$ cat src/rtl/num_rom_arbiter_if.sv
// num_rom_arbiter_if
// Request/response bus between the glyph-drawing clients and the shared
// font-ROM arbiter.
//   req_valid  [NREQ]     per-client request
//   req_addr   [NREQ*AW]  per-client ROM address, client i at [i*AW +: AW]
//   req_last   [NREQ]     final beat of the client's glyph burst
//   req_ready  [NREQ]     one-hot accept from the arbiter
//   rsp_valid             ROM line valid this cycle
//   rsp_id     [IDW]      client index owning the response
//   rsp_data   [DW]       ROM line
// modport slave is the arbiter side, modport master the client side.
interface num_rom_arbiter_if #(
    parameter int NREQ = 3,
    parameter int AW   = 13,
    parameter int DW   = 20,
    parameter int IDW  = 2
);
    logic [NREQ-1:0]    req_valid;
    logic [NREQ*AW-1:0] req_addr;
    logic [NREQ-1:0]    req_last;
    logic [NREQ-1:0]    req_ready;
    logic               rsp_valid;
    logic [IDW-1:0]     rsp_id;
    logic [DW-1:0]      rsp_data;

    modport master (
        output req_valid, req_addr, req_last,
        input  req_ready, rsp_valid, rsp_id, rsp_data
    );

    modport slave (
        input  req_valid, req_addr, req_last,
        output req_ready, rsp_valid, rsp_id, rsp_data
    );
endinterface

$ cat src/rtl/num_rom_arbiter.sv
// num_rom_arbiter
// Shares one synchronous-read font ROM between NREQ drawing clients.
// Round-robin grant, with a burst lock so that a client fetches all lines of
// a glyph back-to-back. Every ROM line comes back two cycles after its beat
// was accepted, tagged with the index of the requesting client.
//   clk       system clock
//   rst_n     asynchronous reset, active low
//   bus       request/response bus (slave side)
//   rom_addr  registered ROM address
//   rom_data  ROM read data (one-cycle synchronous read)
//   busy      lock held or a beat still in the read pipeline
module num_rom_arbiter #(
    parameter int NREQ = 3,
    parameter int AW   = 13,
    parameter int DW   = 20,
    parameter int IDW  = 2
) (
    input  logic                clk,
    input  logic                rst_n,
    num_rom_arbiter_if.slave    bus,
    output logic [AW-1:0]       rom_addr,
    input  logic [DW-1:0]       rom_data,
    output logic                busy
);

    typedef enum logic {IDLE, LOCK} state_t;

    state_t         state_reg;
    logic [IDW-1:0] owner_reg;
    logic [IDW-1:0] rr_ptr_reg;
    logic [AW-1:0]  rom_addr_reg;
    logic           s1_valid_reg;
    logic [IDW-1:0] s1_id_reg;
    logic           s2_valid_reg;
    logic [IDW-1:0] s2_id_reg;

    logic [AW-1:0]   addr_arr [NREQ];
    logic [NREQ-1:0] ready_vec;
    logic            found;
    logic [IDW-1:0]  win;
    logic [IDW-1:0]  grant_id;
    logic            grant_any;
    logic            accept;
    logic [AW-1:0]   acc_addr;
    logic            acc_last;
    logic [IDW-1:0]  ptr_next;

    // Round-robin search: first pass looks at indices at or above the
    // pointer, second pass wraps around to the low indices.
    always_comb begin
        found = 1'b0;
        win   = '0;
        for (int j = 0; j < NREQ; j++) begin
            if (!found && bus.req_valid[j] && (IDW'(j) >= rr_ptr_reg)) begin
                found = 1'b1;
                win   = IDW'(j);
            end
        end
        for (int j = 0; j < NREQ; j++) begin
            if (!found && bus.req_valid[j]) begin
                found = 1'b1;
                win   = IDW'(j);
            end
        end
    end

    // While locked the owner keeps ready even through bubbles.
    assign grant_id  = (state_reg == LOCK) ? owner_reg : win;
    assign grant_any = (state_reg == LOCK) | found;

    generate
        for (genvar gi = 0; gi < NREQ; gi++) begin : g_req
            assign addr_arr[gi]  = bus.req_addr[gi*AW +: AW];
            // Gated by rst_n so nothing is offered while reset is asserted.
            assign ready_vec[gi] = rst_n & grant_any & (grant_id == IDW'(gi));
        end
    endgenerate

    always_comb begin
        acc_addr = '0;
        acc_last = 1'b0;
        for (int j = 0; j < NREQ; j++) begin
            if (grant_id == IDW'(j)) begin
                acc_addr = addr_arr[j];
                acc_last = bus.req_last[j];
            end
        end
    end

    assign accept   = |(bus.req_valid & ready_vec);
    assign ptr_next = (grant_id == IDW'(NREQ-1)) ? '0 : grant_id + IDW'(1);

    always_ff @(posedge clk or negedge rst_n) begin
        if (!rst_n) begin
            state_reg    <= IDLE;
            owner_reg    <= '0;
            rr_ptr_reg   <= '0;
            rom_addr_reg <= '0;
            s1_valid_reg <= 1'b0;
            s1_id_reg    <= '0;
            s2_valid_reg <= 1'b0;
            s2_id_reg    <= '0;
        end else begin
            // Two tag stages mirror the address register plus the ROM's
            // own output register.
            s1_valid_reg <= accept;
            s1_id_reg    <= grant_id;
            s2_valid_reg <= s1_valid_reg;
            s2_id_reg    <= s1_id_reg;
            if (accept) begin
                rom_addr_reg <= acc_addr;
                if (acc_last) begin
                    state_reg  <= IDLE;
                    rr_ptr_reg <= ptr_next;
                end else begin
                    state_reg <= LOCK;
                    owner_reg <= grant_id;
                end
            end
        end
    end

    assign bus.req_ready = ready_vec;
    assign bus.rsp_valid = s2_valid_reg;
    assign bus.rsp_id    = s2_id_reg;
    assign bus.rsp_data  = rom_data;
    assign rom_addr      = rom_addr_reg;
    assign busy          = (state_reg == LOCK) | s1_valid_reg | s2_valid_reg;

endmodule

$ cat src/flat_wrapper.sv
// flat-port wrapper written by rule: the top's interface ports become plain ports
module num_rom_arbiter_flat 
#(
    parameter int NREQ = 3,
    parameter int AW   = 13,
    parameter int DW   = 20,
    parameter int IDW  = 2
)
  (clk, rst_n, rom_addr, rom_data, busy, bus_req_valid, bus_req_addr, bus_req_last, bus_req_ready, bus_rsp_valid, bus_rsp_id, bus_rsp_data);
  num_rom_arbiter_if #(.NREQ(NREQ), .AW(AW), .DW(DW), .IDW(IDW)) bus_i ();
  input  logic clk;
  input  logic rst_n;
  output logic [AW-1:0] rom_addr;
  input  logic [DW-1:0] rom_data;
  output logic busy;
  input wire logic [$bits(bus_i.req_valid)-1:0] bus_req_valid;
  input wire logic [$bits(bus_i.req_addr)-1:0] bus_req_addr;
  input wire logic [$bits(bus_i.req_last)-1:0] bus_req_last;
  output wire logic [$bits(bus_i.req_ready)-1:0] bus_req_ready;
  output wire logic [$bits(bus_i.rsp_valid)-1:0] bus_rsp_valid;
  output wire logic [$bits(bus_i.rsp_id)-1:0] bus_rsp_id;
  output wire logic [$bits(bus_i.rsp_data)-1:0] bus_rsp_data;
  assign bus_i.req_valid = bus_req_valid;
  assign bus_i.req_addr = bus_req_addr;
  assign bus_i.req_last = bus_req_last;
  assign bus_req_ready = bus_i.req_ready;
  assign bus_rsp_valid = bus_i.rsp_valid;
  assign bus_rsp_id = bus_i.rsp_id;
  assign bus_rsp_data = bus_i.rsp_data;
  num_rom_arbiter #(.NREQ(NREQ), .AW(AW), .DW(DW), .IDW(IDW)) u_core (.clk(clk), .rst_n(rst_n), .bus(bus_i), .rom_addr(rom_addr), .rom_data(rom_data), .busy(busy));
endmodule
$ cat config.mk
export PLATFORM = sky130hd
export DESIGN_NAME = num_rom_arbiter_flat
export DESIGN_NICKNAME = d
export VERILOG_FILES = /design/src/rtl/num_rom_arbiter_if.sv /design/src/rtl/num_rom_arbiter.sv /design/src/flat_wrapper.sv
export SDC_FILE = /design/constraint.sdc
export NUM_CORES = 1
export LEC_CHECK = 0
export ABC_AREA = 1
export CAP_MARGIN = 5
export CORE_UTILIZATION = 62
export CTS_BUF_LIST = sky130_fd_sc_hd__clkbuf_4 sky130_fd_sc_hd__clkbuf_8 sky130_fd_sc_hd__clkbuf_16
export CTS_CLUSTER_DIAMETER = 150
export CTS_CLUSTER_SIZE = 10
export DETAILED_ROUTE_END_ITERATION = 8
export DONT_BUFFER_PORTS = 1
export HOLD_SLACK_MARGIN = 0.06
export PLACE_DENSITY = 0.77
export SYNTH_ARGS = -nofsm -noshare
export SYNTH_HDL_FRONTEND = slang
export SYNTH_SLANG_ARGS = --single-unit
$ cat constraint.sdc
create_clock -name clk -period 1.85 [get_ports clk]
set_input_delay 0.2775 -clock clk [delete_from_list [all_inputs] [get_ports clk]]
set_output_delay 0.2775 -clock clk [all_outputs]
set_load 0.005 [all_outputs]
; Word level (Yosys, flattened, before mapping)
; Index checks and enable logic that the tools add are counted.
[classes]
n_addsub = 1
mul = 0
n_div = 0
n_lt_le_gt_ge = 3
n_eq_ne = 2
shifts = 0
mux = 20
bitwise = 9
n_reduce_logical = 17
[ops]
columns = cell, count
row1 = $mux 13, 3
row2 = $mux 2, 6
row3 = $mux 1, 11
row4 = $logic_and 1x1->1, 8
row5 = $logic_not 1->1, 5
row6 = $and 1x1->1, 4
row7 = $ge 1x2->1 const A, 2
row8 = $reduce_and 2->1, 2
row9 = $and 3x3->3, 1
row10 = $or 1x1->1, 3
row11 = $reduce_or 3->1, 1
row12 = $add 2x1->2 const B, 1
row13 = $eq 2x1->1 const B, 1
row14 = $eq 2x2->1 const B, 1
row15 = $ge 2x2->1 const A, 1
row16 = $logic_not 2->1, 1
row17 = $not 1->1, 1
[totals]
register_bits = 24
latchBits = 0
ramBits = 0
romBits = 0
in_bits = 67
out_inout_bits = 40
elab_cells = 60
mem_count = 0

; Logic depth before layout (Yosys ltp)
[depth]
word_depth = 27
mapped_depth = 15
mapped_depth_nobuf = 15

; Least setup slack after synthesis
; OpenSTA, ideal clock, no wires.
[synth_path]
path_kind = flip-flop to flip-flop
startpoint = register u_core.rr_ptr_reg[1]
endpoint = register u_core.owner_reg[1]
setup_ps = 117
t_arrival_ps = 1485
required_ps = 1733
path_slack_ps = 248
path_stages_with_launch = 15
n_path_buf = 0
period_less_slack_ps = 1602
cell_sequence = dfrtp_1 > nor2_1 > nand2_1 > nand2_1 > nor2_1 > nand2_1 > nand2_4 > inv_4 > nand2_1 > inv_2 > nand2_1 > nand3_1 > nand2_1 > nand2_1 > nand2_1
[synth_between]
elab_chain_len = 27
elab_cells_between_ends = 43
classes_between = order compare (3) / eq/ne (2) / mux (15) / bitwise (7) / reduce/logical (16)
[synth_lines]
columns = item, line_no
row1 = start: declaration, num_rom_arbiter.sv:30  ; logic [IDW-1:0] rr_ptr_reg;
row2 = start signal: assignment, num_rom_arbiter.sv:114  ; rr_ptr_reg <= ptr_next;
row3 = $ge 1x2->1, num_rom_arbiter.sv:54  ; if (!found && bus.req_valid[j] && (IDW'(j) >= rr_ptr_reg)) begin
row4 = $logic_and 1x1->1, num_rom_arbiter.sv:54
row5 = $mux 1, num_rom_arbiter.sv:54
row6 = $logic_not 1->1, num_rom_arbiter.sv:54
row7 = $logic_and 1x1->1 (2 in a row), num_rom_arbiter.sv:54
row8 = $mux 1, num_rom_arbiter.sv:54
row9 = $logic_not 1->1, num_rom_arbiter.sv:54
row10 = $logic_and 1x1->1 (2 in a row), num_rom_arbiter.sv:54
row11 = [8 not listed], --
row12 = $logic_and 1x1->1, num_rom_arbiter.sv:60  ; if (!found && bus.req_valid[j]) begin
row13 = $mux 2 *, num_rom_arbiter.sv:60
row14 = $mux 2 *, num_rom_arbiter.sv:68  ; assign grant_id = (state_reg == LOCK) ? owner_reg : win;
row15 = via u_core.grant_id[0], num_rom_arbiter.sv:41  ; logic [IDW-1:0] grant_id;
row16 = $logic_not 2->1, "num_rom_arbiter.sv:75, num_rom_arbiter.sv:83"
row17 = $mux 1 (3 in a row), num_rom_arbiter.sv:83  ; if (grant_id == IDW'(j)) begin
row18 = $not 1->1 (no line), --
row19 = $reduce_and 2->1 (no line) *, --
row20 = end signal: assignment, num_rom_arbiter.sv:117  ; owner_reg <= grant_id;
row21 = end: declaration, num_rom_arbiter.sv:29  ; logic [IDW-1:0] owner_reg;
; Mark *: on every way through the listed nets, which the timed path passes. The rest lies on a longest branch.
; A chain may end at the register's enable or synchronous reset.

; Final worst setup path
[layout_path]
startpoint = register u_core.rr_ptr_reg[1]
endpoint = register u_core.rr_ptr_reg[0]
[layout_between]
elab_chain_len = 26
elab_cells_between_ends = 44
classes_between = add/sub (1) / order compare (3) / eq/ne (2) / mux (16) / bitwise (6) / reduce/logical (16)
[layout_lines]
columns = item, line_no
row1 = $ge 1x2->1, num_rom_arbiter.sv:54
row2 = $logic_and 1x1->1, num_rom_arbiter.sv:54
row3 = $mux 1, num_rom_arbiter.sv:54
row4 = $logic_not 1->1, num_rom_arbiter.sv:54
row5 = $logic_and 1x1->1 (2 in a row), num_rom_arbiter.sv:54
row6 = $mux 1, num_rom_arbiter.sv:54
row7 = $logic_not 1->1, num_rom_arbiter.sv:54
row8 = $logic_and 1x1->1 (2 in a row), num_rom_arbiter.sv:54
row9 = [8 not listed], --
row10 = $logic_and 1x1->1, num_rom_arbiter.sv:60
row11 = $mux 2 / $mux 1 (equally long branches), num_rom_arbiter.sv:60
row12 = $mux 2 / $or 1x1->1 (equally long branches), "num_rom_arbiter.sv:68, num_rom_arbiter.sv:69"
row13 = "$eq 2x1->1, or another cell as far along", "num_rom_arbiter.sv:75, num_rom_arbiter.sv:83"
row14 = $and 1x1->1 / $mux 1 (equally long branches), "num_rom_arbiter.sv:75, num_rom_arbiter.sv:83"
row15 = $and 3x3->3 / $mux 1 (equally long branches), "num_rom_arbiter.sv:90, num_rom_arbiter.sv:83"
row16 = $reduce_or 3->1 / $mux 1 (equally long branches), "num_rom_arbiter.sv:90, num_rom_arbiter.sv:83"
row17 = $reduce_and 2->1 (no line), --
; Several ways; a longest one is shown, not always the timed one.

==> impl_results.md <==
* 1st-iter DRT viols at 76
* Worst Slack Setup Final at -0.170 ns
* RSZ-0062 raised after global routing: true
* Fin crit share at 109%
* Achievable Freq at 0.495 GHz
* Clock slew at reported path FFs at 0.15 ns
* Std-Cell Rows at 17
* CTS tree: built
* CP arrival at 2.26 ns
* Syn. warnings at 0
* Fill cell count at 118
* Max reg flops at 13
* Total power draw at 0.00369 W
* Outcome: complete, but fails checks
* Placed cells at 222
* # H-tree levels at 1
* Latest clock arrival within the worst-skew pair at 0.34 ns
* Yosys reg bits at 24
* Layout overhead on the synthesized area at 22.2%
* Power per Cell Area at 1920 nW/um^2
* Hold Path Class: input port to flop
* Detailed Route WL at 4500 um
* Clk sink count at 24
* Critical path startpoint: u_core.rr_ptr_reg[1]
* Wire length on met2 at 2350 um
* Drt pass-1 iters at 4
* Met1 WL at 1550 um
* Minimum clock period at 2.02 ns
* Final Skew at about 0.011 ns
* Post-route ant nets at 0
* Synth Instances at ~220
* Final net count at around 280
* Max-slew violation count at 0
* DIE AREA at 2730 sq um
* Post-synthesis sequential area ratio at 38.3%
* Max_slew headroom at 29.5%
* Share of cells above drive strength 1 at 39.3%
* Final Hold Viols at 0
* Gr ovfl total at 0
* Antenna cells at 0
* Static Leak at 0.947 nW
* Seq. cell area at 603 sq um
* Worst EP required at 2.09 ns
* Core ar. at between 2000 and 2500 sq um
* Clk root buf: clkbuf_4
* WHS at 0.156 ns
* Routed length per instance at 18.6 um
* Met3 routed WL at 447 um
* Distinct cell type count after synthesis at 22
* HP Start: bus_req_addr[6]
* Area of the mapped netlist at 1570 sq um
* Num CTS Buffers at 3
* Uppermost routed layer: met4
* Die X at about 52 um
* Synth top area share at between 30% and 40%
* Max-Cap Viols at 0
* Routed vias/inst at roughly 6.2
* GP Congestion at 0.851
* Dpl hpwl at 2520 um
* Worst VDD drop at 1500 uV
* Final setup violation count at 21
* Pin count of the biggest net entering global routing at 25
* R2r startpoint: u_core.rr_ptr_reg[1]
* Clk buf depth at 2
* Synthesized Nets at 282
* Multi-input gate area at 865 sq um
* Chip Height at 52.3 um
* Top post-synthesis cells by area: dfrtp_1, nand2_1, buf_4, nand3_1, inv_1
* Kind of end point of the critical path: flop
* Synth Area per Inst at 7.29 sq um
* GRT Overall Usage at 31.4%
* DRC Markers at 0
* Crit-path max FO at 8
* IO buf count at 0
* IO Pins at 107
* Vias in the first global route at 1405
* Setup_tns at -2.05 ns
* Failing checks: negative setup slack
* Crit start category: flop
* Antenna violations before repair at 0
* Critical path class: flop to flop
* Worst-Margin Slew at approximately 1.1 ns
* Starting Density at 68.2%
* Leading area contributor after synthesis: dfrtp_1
* Global-route wire length before repair at 6240 um
* Vias at 1509
* Layout Cells excl Fill at 242
## layout make-up
class                   instances  area share [%]
clock buffers                   3            1.18
clock inverters                 1            1.57
inverters                      24            5.23
multi-input cells             141            45.1
flip-flops and latches         24            31.5
well taps                      28            1.83
repair buffers                 21            13.6
## worst paths after layout
kind | depth (start not counted) | slack, ns | end
worst max-delay path | 12 | -0.17 | u_core.rr_ptr_reg[0]
worst min-delay path | 4 | 0.16 | u_core.rom_addr[6]
worst max register to register | 12 | -0.17 | u_core.rr_ptr_reg[0]
worst min register to register | 0 | 0.36 | u_core.bus.rsp_id[0]
max in group asynchronous | 1 | 0.60 | u_core.rr_ptr_reg[1]
min in group asynchronous | 1 | 0.56 | u_core.rom_addr[10]
## power breakdown
part	total, W	switching, W	internal, W	leakage (nW)
clock network	0.000397	0.000177	0.000220	0.0279
registers	0.000972	0.000207	0.000765	0.304
logic	0.00232	0.00130	0.00102	0.616
total	0.00369	0.00168	0.00200	0.947
## cells in the final DEF (no fill, tap or decap), types with 2 or more instances in the layout
master and count:
or2_2 2, buf_4 7, nor2_1 5, nand2_2 16, nand4_1 6, nand3_1 16, dfrtp_1 22, nand3_2 5
nor2_4 6, buf_6 6, nand2_4 6, o21ai_2 11, inv_2 3, inv_1 19, nor3_4 2, clkbuf_16 2
clkbuf_4 3, inv_6 2, buf_12 3, dfrtp_2 2, o21ai_1 2, nand2_1 57
## worst max-delay path: stages (launching register included)
cell     delay, ns
dfrtp_2       0.50
buf_6         0.15
inv_2         0.06
nand2_4       0.05
nand4_1       0.08
nor2_1        0.06
nor2_2        0.14
buf_4         0.16
nand4_1       0.16
nand3_4       0.24
nand2_1       0.13
nand2_1       0.12
nand2_1       0.07
## cell families after synthesis
| kind of cell | share of synthesized area, % |
|---|---|
| simple gates | 35.1 |
| buf+inv | 19.1 |
| flops | 38.3 |
| compound gates | 7.50 |
## routing by layer
layer  up-vias  GRT usage [%]
met2       122           53.4
li1        657              -
met5         -              0
met3        21           9.57
met4         0           15.8
met1       709           35.1
## synthesized netlist by cell type
master      n
o21ai_1     5
inv_2       1
o21ai_2     9
nand3b_1    1
or3_1       1
inv_1      22
nand2_4     1
nand3_1    21
a21oi_1     1
nor2_4      1
nand4_1     6
nand2_2     2
o2111ai_1   1
buf_4      23
nor2_1     11
nand3_2     1
nand2_1    76
inv_4       1
nor3_1      2
or2_2       2
buf_6       3
dfrtp_1    24
## per-stage QoR
stage          worst slack [ns]  area [sq um]  util (%)
4_1_cts                 -0.0358          1650      71.7
2_1_floorplan             0.248          1570         -
3_5_place_dp             0.0307          1460      63.5
3_3_place_gp              0.130          1460      63.5
5_1_grt                  -0.291          1920      83.4
6_report                 -0.170          1920      83.4
## what timing repair did
item                                   4_1_cts  5_1_grt
endpoints found under the hold margin       24        0
hold buffers                                 1        0
setup endpoints to repair                    7       22
resized for setup                           15       53
pin swaps                                   13       16
gates cloned                                 0        4
buffers inserted                             9        2
Note: power is estimated with default switching activity, not from simulation.
